## config.mk

```make
export PLATFORM = sky130hd
export DESIGN_NAME = mux3_rr_sel_flat
export DESIGN_NICKNAME = d
export VERILOG_FILES = /design/src/rtl/mux3_rr_sel_pkg.sv /design/src/rtl/mux3_rr_sel_if.sv /design/src/rtl/mux3_rr_hold_cnt.sv /design/src/rtl/mux3_rr_sel.sv /design/src/flat_wrapper.sv
export SDC_FILE = /design/constraint.sdc
export NUM_CORES = 1
export LEC_CHECK = 0
export CORE_AREA = 2 2 39 41
export DETAILED_ROUTE_END_ITERATION = 16
export DIE_AREA = 0 0 41 43
export PLACE_DENSITY = 0.82
export SLEW_MARGIN = 15
export SYNTH_ARGS = -nofsm -noshare
export SYNTH_HDL_FRONTEND = slang
export SYNTH_SLANG_ARGS = --single-unit
```

## constraint.sdc

```tcl
create_clock -name clk -period 4.5 [get_ports clk]
set_input_delay 1.125 -clock clk [delete_from_list [all_inputs] [get_ports clk]]
set_output_delay 1.125 -clock clk [all_outputs]
set_load 0.02 [all_outputs]
```

## src/rtl/mux3_rr_sel_pkg.sv

```systemverilog
// Purpose : shared types, select codes and arbitration helpers for mux3_rr_sel.
// Latency : n/a (types and pure functions only).
// Backpr. : n/a.
package mux3_rr_sel_pkg;

   // Two-bit state register: IDLE plus one grant state per source.
   typedef enum logic [1:0] {
      IDLE = 2'd0,
      G0   = 2'd1,
      G1   = 2'd2,
      G2   = 2'd3
   } state_t;

   // Mux select codes; 2'b11 is never driven.
   localparam logic [1:0] SEL_D0 = 2'b00;
   localparam logic [1:0] SEL_D1 = 2'b01;
   localparam logic [1:0] SEL_D2 = 2'b10;

   typedef struct packed {
      logic       found;
      logic [1:0] idx;
   } pick_t;

   // Scan (last+1)%3, (last+2)%3, last; first asserted request wins.
   // The previous owner is therefore only picked when it is the sole requester.
   function automatic pick_t next_req(input logic [1:0] last, input logic [2:0] req);
      pick_t      p;
      logic [1:0] c;
      p.found = 1'b0;
      p.idx   = 2'd0;
      c       = last;
      for (int i = 0; i < 3; i++) begin
         c = (c == 2'd2) ? 2'd0 : c + 2'd1;
         if (!p.found && req[c]) begin
            p.found = 1'b1;
            p.idx   = c;
         end
      end
      return p;
   endfunction

   function automatic logic [1:0] sel_code(input logic [1:0] idx);
      case (idx)
         2'd0:    return SEL_D0;
         2'd1:    return SEL_D1;
         default: return SEL_D2;
      endcase
   endfunction

   function automatic state_t grant_state(input logic [1:0] idx);
      case (idx)
         2'd0:    return G0;
         2'd1:    return G1;
         default: return G2;
      endcase
   endfunction

   // Source index owned by a grant state (IDLE maps to 0, callers gate on state).
   function automatic logic [1:0] state_idx(input state_t st);
      case (st)
         G1:      return 2'd1;
         G2:      return 2'd2;
         default: return 2'd0;
      endcase
   endfunction

endpackage

```

## src/rtl/mux3_rr_sel_if.sv

```systemverilog
// Purpose : request/grant bundle between a requester side and mux3_rr_sel.
// Latency : n/a (wires only).
// Backpr. : ack from the consumer ends a grant early; en gates new grants.
// Signals : en, req[2:0], ack (into arbiter); s[1:0], valid, grant[2:0] (out of arbiter).
interface mux3_rr_sel_if;
   logic       en;
   logic [2:0] req;
   logic       ack;
   logic [1:0] s;
   logic       valid;
   logic [2:0] grant;

   // master: drives requests and ack; slave: the arbiter.
   modport master (output en, output req, output ack,
                   input  s,  input  valid, input grant);
   modport slave  (input  en, input  req, input  ack,
                   output s,  output valid, output grant);
endinterface

```

## src/rtl/mux3_rr_hold_cnt.sv

```systemverilog
// Purpose : dwell counter for one grant; flags the final permitted cycle.
// Latency : last_cycle is decoded from the registered count (no input paths).
// Backpr. : none; saturates at HOLD_CYCLES-1 so it never wraps inside a grant.
// Ports   : clk, reset (sync, active-high), clr, inc, last_cycle.
module mux3_rr_hold_cnt #(
   parameter int HOLD_CYCLES = 4
) (
   input  logic clk,
   input  logic reset,
   input  logic clr,
   input  logic inc,
   output logic last_cycle
);
   localparam int CNT_W = ($clog2(HOLD_CYCLES) > 0) ? $clog2(HOLD_CYCLES) : 1;
   localparam logic [CNT_W-1:0] CNT_MAX = CNT_W'(HOLD_CYCLES - 1);

   logic [CNT_W-1:0] cnt_q;
   logic [CNT_W-1:0] cnt_d;

   always_comb begin
      cnt_d = cnt_q;
      if (clr) begin
         cnt_d = '0;
      end else if (inc && (cnt_q != CNT_MAX)) begin
         cnt_d = cnt_q + CNT_W'(1);
      end
   end

   always_ff @(posedge clk) begin
      if (reset) begin
         cnt_q <= '0;
      end else begin
         cnt_q <= cnt_d;
      end
   end

   assign last_cycle = (cnt_q == CNT_MAX);

endmodule

```

## src/rtl/mux3_rr_sel.sv

```systemverilog
// Purpose : round-robin select sequencer driving the 2-bit select of a 3:1 mux.
// Latency : 1 cycle from sampled req to valid/s/grant; all outputs registered.
// Backpr. : ack or a dropped req ends a grant early; en=0 blocks new grants only.
// Ports   : clk, reset (sync, active-high), bus (slave: en, req, ack -> s, valid, grant).
// Option  : MUX3_RR_SEL_PARK_EN keeps s at the last granted code while idle.
module mux3_rr_sel
   import mux3_rr_sel_pkg::*;
#(
   parameter int HOLD_CYCLES = 4
) (
   input  logic           clk,
   input  logic           reset,
   mux3_rr_sel_if.slave   bus
);
   state_t     state_q, state_d;
   logic [1:0] last_q,  last_d;
   logic [1:0] s_q,     s_d;
   logic       valid_q, valid_d;
   logic [2:0] grant_q, grant_d;

   logic       cnt_clr;
   logic       cnt_inc;
   logic       last_cycle;
   logic       release_now;
   logic [1:0] cur_idx;
   pick_t      pick;

   mux3_rr_hold_cnt #(.HOLD_CYCLES(HOLD_CYCLES)) u_hold_cnt (
      .clk        (clk),
      .reset      (reset),
      .clr        (cnt_clr),
      .inc        (cnt_inc),
      .last_cycle (last_cycle)
   );

   always_comb begin
      state_d     = state_q;
      last_d      = last_q;
      cnt_clr     = 1'b1;
      cnt_inc     = 1'b0;
      release_now = 1'b0;
      cur_idx     = state_idx(state_q);
      pick        = next_req(last_q, bus.req);

      if (state_q == IDLE) begin
         if (bus.en && pick.found) begin
            state_d = grant_state(pick.idx);
         end
      end else begin
         // All release causes merge into one event.
         release_now = last_cycle | bus.ack | ~bus.req[cur_idx];
         if (release_now) begin
            last_d  = cur_idx;
            // Search from the releasing source so the hand-off skips the idle bubble.
            pick    = next_req(cur_idx, bus.req);
            state_d = (bus.en && pick.found) ? grant_state(pick.idx) : IDLE;
         end else begin
            cnt_clr = 1'b0;
            cnt_inc = 1'b1;
         end
      end

      // Outputs are decoded from the next state so they are registered alongside it.
      valid_d = (state_d != IDLE);
      grant_d = 3'b000;
      if (state_d == IDLE) begin
`ifdef MUX3_RR_SEL_PARK_EN
         s_d = s_q;
`else
         s_d = SEL_D0;
`endif
      end else begin
         s_d                       = sel_code(state_idx(state_d));
         grant_d[state_idx(state_d)] = 1'b1;
      end
   end

   always_ff @(posedge clk) begin
      if (reset) begin
         state_q <= IDLE;
         last_q  <= 2'd2;
         s_q     <= SEL_D0;
         valid_q <= 1'b0;
         grant_q <= 3'b000;
      end else begin
         state_q <= state_d;
         last_q  <= last_d;
         s_q     <= s_d;
         valid_q <= valid_d;
         grant_q <= grant_d;
      end
   end

   assign bus.s     = s_q;
   assign bus.valid = valid_q;
   assign bus.grant = grant_q;

endmodule

```

## src/flat_wrapper.sv

```systemverilog
// flat-port wrapper written by rule: the top's interface ports become plain ports
module mux3_rr_sel_flat import mux3_rr_sel_pkg::*;
#(
   parameter int HOLD_CYCLES = 4
)
  (clk, reset, bus_en, bus_req, bus_ack, bus_s, bus_valid, bus_grant);
  mux3_rr_sel_if bus_i ();
  input  logic clk;
  input  logic reset;
  input wire logic [$bits(bus_i.en)-1:0] bus_en;
  input wire logic [$bits(bus_i.req)-1:0] bus_req;
  input wire logic [$bits(bus_i.ack)-1:0] bus_ack;
  output wire logic [$bits(bus_i.s)-1:0] bus_s;
  output wire logic [$bits(bus_i.valid)-1:0] bus_valid;
  output wire logic [$bits(bus_i.grant)-1:0] bus_grant;
  assign bus_i.en = bus_en;
  assign bus_i.req = bus_req;
  assign bus_i.ack = bus_ack;
  assign bus_s = bus_i.s;
  assign bus_valid = bus_i.valid;
  assign bus_grant = bus_i.grant;
  mux3_rr_sel #(.HOLD_CYCLES(HOLD_CYCLES)) u_core (.clk(clk), .reset(reset), .bus(bus_i));
endmodule
```

==> metrics, run 1 <==
status=complete, no violations; Worst R2R Start=u_core.u_hold_cnt.cnt_q[0]; Yosys warnings=0; Worst Path Arrival=about 2.8 ns; initial core utilization=between 40 and 50%; gr usage total=approximately 16%; number of synthesized flops with an enable pin=0; Static Leak=about 0.30 nW; Worst Tran Pin Value=~0.43 ns; CTS tree=done; Avg WL per Cell=13.5 um; WL met3=about 43 um; Synth area leaders=dfxtp_1 (34%), a2111oi_4 (4.7%), or3b_1 (4.5%), o211ai_2 (4.3%), o2111ai_1 (3.0%); Max clock buf depth=2; Cells after DPL=83; fin nets=80; syn avg cell area=approximately 10 um2; #FFs+latches synth=10; top routing layer used=met4; core area=~1400 um2; post_cts resized=0; slew margin rel.=a little under three quarters; hold path depth=1; first-pass GRT wire length=~1.9 mm; Chip Height=about 43 um; layout cells sized above 1=between 10% and 20%; top-count cell post-synth=dfxtp_1; final total power=roughly 0.27 mW; GP Congestion=0.767; CP Max Fanout=7; fmax=about 380 MHz; Fill cells=approximately 130; final hold violations=0; # rows=14; CTS Sinks=10; Clk Tree Root Cell=clkbuf_4; area taken by multi-input logic gates=345 um2; CTS buffer count=3; period utilization=58.0%; WL met1=around 550 um; Syn Inst Count=59; antenna violations before repair=0; setup TNS=0 ns; unrepaired setup endpoints after global routing=false; Reg-to-Reg End=u_core.bus.grant[1]; Starting DRT DRC Count=6; Synth cell types=35; Worst VDD drop=0.000144 V; DRC=0; Ports=13; final setup violation count=0; Worst Skew=approximately 0.0017 ns; Post-CTS Setup Inserts=0; clk_lat worst skew=0.26 ns; Critical Setup Path Class=input port to flop; DP HPWL=883 um; Pre-Repair DR Iteration Count=4; grt ovf=0; Final Max Slew Viols=0; pwr dens=374 nW/um2; Storage cell area=around 200 um2; min cycle time layout=2.61 ns; Yosys top cell by area=dfxtp_1; post-synthesis sequential area ratio=34.0%; cts hold-fix bufs=0; Max-Cap Viols=0; CTS H-Tree Depth=1; via count=approximately 500; Commonest cells post-synth=dfxtp_1 (10), a21oi_1 (3), inv_1 (3), or3b_1 (3); Ant. Diodes=0; DP Worst Slack=approximately 1.6 ns; Vias/cell=between 5 and 6; Worst Setup End Kind=flop; Die ar.=1760 um2; met2 wire length=roughly 560 um; final cell count without fillers=87; Synth top area share=around 34%; hold endpoint=u_core.u_hold_cnt.cnt_q[0]; Worst EP required=4.65 ns; CTS clk-pin slew, worst paths=around 0.060 ns; Hold Crit Class=flop to flop; final setup margin=around 1.9 ns; most used flip-flop cell after synthesis=dfxtp_1; Post-DRT Antenna Nets=0; vias in the first global route=just under 500; largest net degree at the start of global routing=13; R2R Setup Slk=2.71 ns; Post-synth ARST share=0%; Area Overhead vs Synth=24.7%; mapped cell area=588 um2; Die W=slightly above 40 um; Routed WL=around 1.2 mm; Synth Net Count=67; type of origin of the critical path=input port; PortBufs=12; Worst Reg2Reg Path Length in Cells=5; HP Start=u_core.u_hold_cnt.cnt_q[0]
[cell type report]
class / instances / share of cell area (%)
Sequential cell: 10 / 27.3
Timing Repair Buffer: 12 / 16.4
Multi-Input combinational cell: 42 / 47.1
Tap cell: 16 / 2.73
Clock buffer: 4 / 4.95
Inverter: 3 / 1.54
[worst max path at each step]
| stage | from | end | slack [ns] |
|---|---|---|---|
| 2_1_floorplan | bus_ack | u_core.bus.grant[1] | 2.34 |
| 3_3_place_gp | bus_req[1] | u_core.last_q[1] | 1.67 |
| 3_5_place_dp | bus_req[1] | u_core.last_q[1] | 1.61 |
| 4_1_cts | bus_req[1] | u_core.last_q[1] | 1.90 |
| 5_1_grt | bus_req[1] | u_core.bus.grant[1] | 1.77 |
| 6_report | bus_req[2] | u_core.last_q[1] | 1.89 |
[stage by stage]
step,util [%],area [um2],hold WS (ns)
3_3_place_gp,50.4,697,0.431
2_1_floorplan,-,588,0.420
3_5_place_dp,50.4,697,0.435
6_report,53.0,733,0.441
4_1_cts,53.0,733,0.445
5_1_grt,53.0,733,0.475
[critical path, stage by stage]
cell and delay [ns]:
clkdlybuf4s50_1 0.60, mux2i_2 0.15, a2111oi_4 0.50, nor2b_2 0.09
a221o_1 0.29
[layout by cell type, fill, tap and decap left out, types with 2 or more instances in the layout]
master,instances
o211ai_2,2
a21boi_0,2
o21ai_0,2
clkdlybuf4s50_1,12
nor2b_1,2
inv_1,3
clkbuf_4,3
nand2b_1,2
nand2_1,2
or3b_1,3
o2111ai_1,2
nor2_1,2
dfxtp_1,10
a21oi_1,3
[flip-flops by register name, summed over array words and instances (netlist names)]
signal / cells
u_core.state_q: 2
u_core.bus.grant: 3
u_core.u_hold_cnt.cnt_q: 2
u_core.bus.valid: 1
u_core.last_q: 2
[where the power goes]
part | switching, mW | total [mW] | internal (mW)
registers | 0.0123 | 0.112 | 0.100
logic | 0.0412 | 0.0832 | 0.0421
clock network | 0.0296 | 0.0786 | 0.0491
total | 0.0831 | 0.274 | 0.191
[per-layer routing]
| metal | track usage, % | vias to the layer above |
|---|---|---|
| met2 | 25.3 | 9 |
| met5 | 0 | - |
| li1 | - | 251 |
| met4 | 12.0 | 0 |
| met1 | 17.7 | 234 |
| met3 | 3.14 | 2 |
[kinds of logic (layout without fill, tap and decap cells)]
group	count (synthesis)	count (layout)	share of synthesized area (%)
AO/OA/AOI/OAI	20	20	30.4
buffers and inverters	7	19	7.23
multiplexers	1	1	2.34
adder cells (fa/ha/maj)	1	1	2.13
AND/OR/NAND/NOR	20	20	23.8
flip-flops	10	10	34.0
No activity file was read; power rests on OpenSTA's default activity.
==> run 2: changes to the inputs <==
CORE_AREA = default   (was 2 2 39 41)
CORE_UTILIZATION = 42   (was default)
DIE_AREA = default   (was 0 0 41 43)
clock period = 2.25 ns   (was 4.5 ns; I/O delays follow)
==> run 2 against run 1 <==
Clock power rose by 96%. Clock skew grew 0.0025 ns. Sequential power increased by 100%. Hold slack improved by 0.0052 ns. Critical path depth did not move. Final cell count is 4.6% higher. Combinational power grew 110%. Highest routed layer unchanged. Global-route usage grew 4.1 points.
==> metrics, run 2 (synthesis results as in run 1) <==
cts hold-fix bufs=0; CP startpoint=bus_req[1]; antenna violations before repair=0; Vias/cell=around 5.6; layout cells sized above 1=about 22%; first-pass GRT wire length=between 2 and 2.5 mm; # rows=13; post_cts resized=0; setup TNS=0 ns; Post-DRT Antenna Nets=0; Max clock buf depth=2; Chip Height=39.4 um; Worst Skew=a little over 0.004 ns; number of flip-flops in the largest register=3; type of origin of the critical path=input port; pwr dens=around 720 nW/um2; CP Max Fanout=5; core area=between 1000 and 1500 um2; Die W=39.4 um; Ports=13; crit-path max cell delay=approximately 0.5 ns; largest net degree at the start of global routing=13; CTS H-Tree Depth=1; status=complete, no violations; CTS tree=done; DRC=0; CP cell instances=clkdlybuf4s50_1 -> mux2i_2 -> a2111oi_4 -> nor2b_2 -> a221o_1; Worst VDD drop=about 0.00049 V; final hold violations=0; PortBufs=12; Ant. Diodes=0; CTS buffer count=3; final setup violation count=0; Max-Cap Viols=0; fmax=~530 MHz; initial core utilization=~45%; Worst EP required=around 2.4 ns; unrepaired setup endpoints after global routing=false; Avg WL per Cell=between 10 and 15 um; period utilization=between 80% and 90%; Static Leak=approximately 0.32 nW; slew margin rel.=72.1%; via count=~510; GP Congestion=around 0.85; Routed WL=roughly 1.2 mm; Final Max Slew Viols=0; Final Util=between 50% and 60%; vias in the first global route=a little under 500; Worst R2R Start=u_core.u_hold_cnt.cnt_q[0]; Post-CTS Setup Inserts=0; Starting DRT DRC Count=16; grt ovf=0; HP Start=u_core.u_hold_cnt.cnt_q[0]; Hold Crit Class=flop to flop; DP HPWL=roughly 970 um; Slowest-stage cell, CP=clkdlybuf4s50_1; most frequent cells in the layout=clkdlybuf4s50_1 (12), dfxtp_1 (10), buf_4 (5); CTS clk-pin slew, worst paths=~0.060 ns; fin nets=85; most common cell after layout, fill and taps aside=clkdlybuf4s50_1; Worst Tran Pin Value=0.418 ns; Clk Tree Root Cell=clkbuf_4; CTS Sinks=10; Area Overhead vs Synth=30.9%; gr usage total=between 20 and 25%; Critical Setup Path Class=input port to flop; Die ar.=roughly 1600 um2; clk_lat worst skew=0.25 ns; Worst Path Arrival=2.03 ns; Worst Setup End Kind=flop; Pre-Repair DR Iteration Count=4; min cycle time layout=between 1.5 and 2 ns
run 2: metrics by stage:
stage	instance area [um2]	hold WS, ns	cells	setup WS, ns	total power, mW
3_3_place_gp	733	0.433	87	0.105	0.399
3_5_place_dp	733	0.443	87	0.0797	0.405
2_1_floorplan	588	0.420	59	0.616	0.342
6_report	769	0.446	91	0.356	0.556
5_1_grt	769	0.466	91	0.234	0.595
4_1_cts	769	0.451	91	0.353	0.561
run 2: area by class of cell:
type | count | area (um2)
Multi-Input combinational cell | 42 | 345
Fill cell | 111 | 532
Timing Repair Buffer | 17 | 158
Inverter | 3 | 11.3
Clock buffer | 4 | 36.3
Tap cell | 15 | 18.8
Sequential cell | 10 | 200
run 2: power breakdown:
| group | total [mW] | switching, mW | internal (mW) | leakage (nW) |
|---|---|---|---|---|
| combinational | 0.178 | 0.0865 | 0.0913 | 0.220 |
| clock | 0.154 | 0.0558 | 0.0979 | 0.0210 |
| sequential | 0.225 | 0.0245 | 0.200 | 0.0820 |
run 2: worst paths after layout:
path / endpoint / slack, ns / cells after the start
hold reg to reg: u_core.u_hold_cnt.cnt_q[0] / 0.45 / 1
setup / recovery: u_core.last_q[1] / 0.36 / 5
setup reg to reg: u_core.bus.grant[1] / 0.49 / 5
hold / removal: u_core.u_hold_cnt.cnt_q[0] / 0.45 / 1
run 2: critical path: cells and delay by family:
family | cells | cell delay [ns]
AO/OA/AOI/OAI | 2 | 0.78
buffers and inverters | 1 | 0.49
multiplexers | 1 | 0.10
AND/OR/NAND/NOR | 1 | 0.09
run 2: layer usage:
metal	share of wire, %	track usage (%)
met1	46	25.3
met2	49	32.8
met3	4.0	5.68
met4	0.49	6.03
met5	0	0
==> run 3: changes to the inputs <==
CORE_AREA = 2 2 39 41   (was default)
CORE_UTILIZATION = default   (was 42)
DIE_AREA = 0 0 41 43   (was default)
clock period = 1.9 ns   (was 2.25 ns; I/O delays follow)
==> run 3 against run 2 <==
Sequential power increased by 19%. Core utilization decreased by 0.27 points. Clock skew about the same. Via count increased by 5.8%. Count of clock-buffer cells in the layout unchanged. Sequential share of layout area decreased by 1.4 points. Die area increased by 13%. Routed wire length increased by 11%. First-iteration DRC count decreased by 50%. Clock power increased by 23%. Final area increased by 5.9%. Critical path type unchanged. Critical endpoint is now u_core.bus.grant[1]. Largest power group unchanged.
==> metrics, run 3 (synthesis results as in run 1) <==
Post-DRT Antenna Nets=0; via count=~540; Worst Skew=roughly 0.0040 ns; Die ar.=about 1800 um2; Worst Path Arrival=2.01 ns; Worst Setup End Kind=flop; Max-Cap Viols=0; Worst R2R Start=u_core.u_hold_cnt.cnt_q[0]; slew margin rel.=74.8%; antenna violations before repair=0; fin nets=just under 90; Chip Height=around 43 um; DP HPWL=around 1.0 mm; Worst Reg2Reg Path Length in Cells=5; grt ovf=0; most frequent cells in the layout=clkdlybuf4s50_1 (12), dfxtp_1 (10), buf_4 (9); crit-path max cell delay=0.51 ns; CP Capture Point=u_core.bus.grant[1]; setup TNS=0 ns; period utilization=about 94%; Hold Crit Class=flop to flop; R2R Setup Slk=0.15 ns; hold path depth=1; pwr dens=854 nW/um2; GP Congestion=between 0.8 and 0.9; clk_lat worst skew=0.27 ns; Avg WL per Cell=approximately 14 um; gr usage total=a little under a fifth; DRC=0; most common cell after layout, fill and taps aside=clkdlybuf4s50_1; initial core utilization=42.5%; Post-CTS Setup Inserts=0; Largest delay share family, worst path=simple AND/OR/NAND/NOR gates; Critical Setup Path Class=input port to flop; Worst Tran Pin Value=about 0.38 ns; CTS clk-pin slew, worst paths=about 0.06 ns; Pre-Repair DR Iteration Count=2; Routed WL=1.35 mm; Clk Tree Root Cell=clkbuf_4; Ant. Diodes=0; Fill cells=about 130; CTS Sinks=10; Final Max Slew Viols=0; Slowest-stage cell, CP=clkdlybuf4s50_1; worst path buffer plus inverter count=1; Worst VDD drop=0.000511 V; Ports=13; unrepaired setup endpoints after global routing=false; final hold violations=0; CP cell instances=clkdlybuf4s50_1 -> or4b_1 -> o211ai_2 -> o2111ai_2 -> and3b_1; Area Overhead vs Synth=38.5%; CP startpoint=bus_req[0]; first-pass GRT wire length=2.23 mm; number of flip-flops in the largest register=3; fmax=roughly 560 MHz; Starting DRT DRC Count=8; cts hold-fix bufs=0; # rows=14; CTS buffer count=3; core area=1380 um2; Final Util=58.9%; post_cts resized=0; type of origin of the critical path=input port; min cycle time layout=1.79 ns; final setup violation count=0; Vias/cell=5.67; largest net degree at the start of global routing=10; status=complete, no violations; Worst EP required=2.12 ns; Static Leak=about 0.34 nW; vias in the first global route=544; CTS tree=done; PortBufs=12; layout cells sized above 1=between 20% and 30%; CP Depth=5; Reg-to-Reg End=u_core.bus.grant[1]; CTS H-Tree Depth=1; CP Max Fanout=4; Max clock buf depth=2; Die W=around 41 um
## run 3: cell count changes in the layout (fill, tap and decap cells not counted)
| cell | delta |
|---|---|
| o2111ai_1 | -1 |
| o311ai_2 | +1 |
| o2111ai_2 | +1 |
| o311ai_1 | -1 |
| buf_4 | +4 |
## run 3: per-layer routing
layer	routed length [um]	vias up	GRT usage, %
li1	-	267	-
met1	587	266	22.2
met2	694	9	29.4
met3	44	2	3.14
met4	24	0	12.0
met5	0	-	0
## run 3: power breakdown
part	internal (mW)	switching, mW
clock network	0.117	0.0739
registers	0.237	0.0303
logic	0.126	0.111
## run 3: layout make-up
cell class                 instances  area, um2  share of cell area [%]
multi-input combinational         42        359                    44.1
tap                               16       20.0                    2.46
timing repair buffer              21        188                    23.0
sequential                        10        200                    24.6
inverter                           3       11.3                    1.38
clock buffer                       4       36.3                    4.45
## run 3: worst min path at each step
stage	startpoint	to
2_1_floorplan	u_core.u_hold_cnt.cnt_q[0]	u_core.u_hold_cnt.cnt_q[0]
3_3_place_gp	u_core.u_hold_cnt.cnt_q[0]	u_core.u_hold_cnt.cnt_q[0]
3_5_place_dp	u_core.u_hold_cnt.cnt_q[0]	u_core.u_hold_cnt.cnt_q[0]
4_1_cts	u_core.u_hold_cnt.cnt_q[0]	u_core.u_hold_cnt.cnt_q[0]
5_1_grt	u_core.u_hold_cnt.cnt_q[0]	u_core.u_hold_cnt.cnt_q[0]
6_report	u_core.u_hold_cnt.cnt_q[0]	u_core.u_hold_cnt.cnt_q[0]
## run 3: metrics by stage
step | setup WS (ns) | cell area [um2] | instances | hold WS [ns] | power, mW
finish | 0.111 | 815 | 96 | 0.464 | 0.696
CTS | 0.0744 | 801 | 96 | 0.451 | 0.690
detailed placement | -0.194 | 764 | 92 | 0.448 | 0.499
floorplan | 0.266 | 588 | 59 | 0.420 | 0.405
global route | 0.0564 | 815 | 96 | 0.482 | 0.734
global placement | -0.170 | 764 | 92 | 0.435 | 0.494
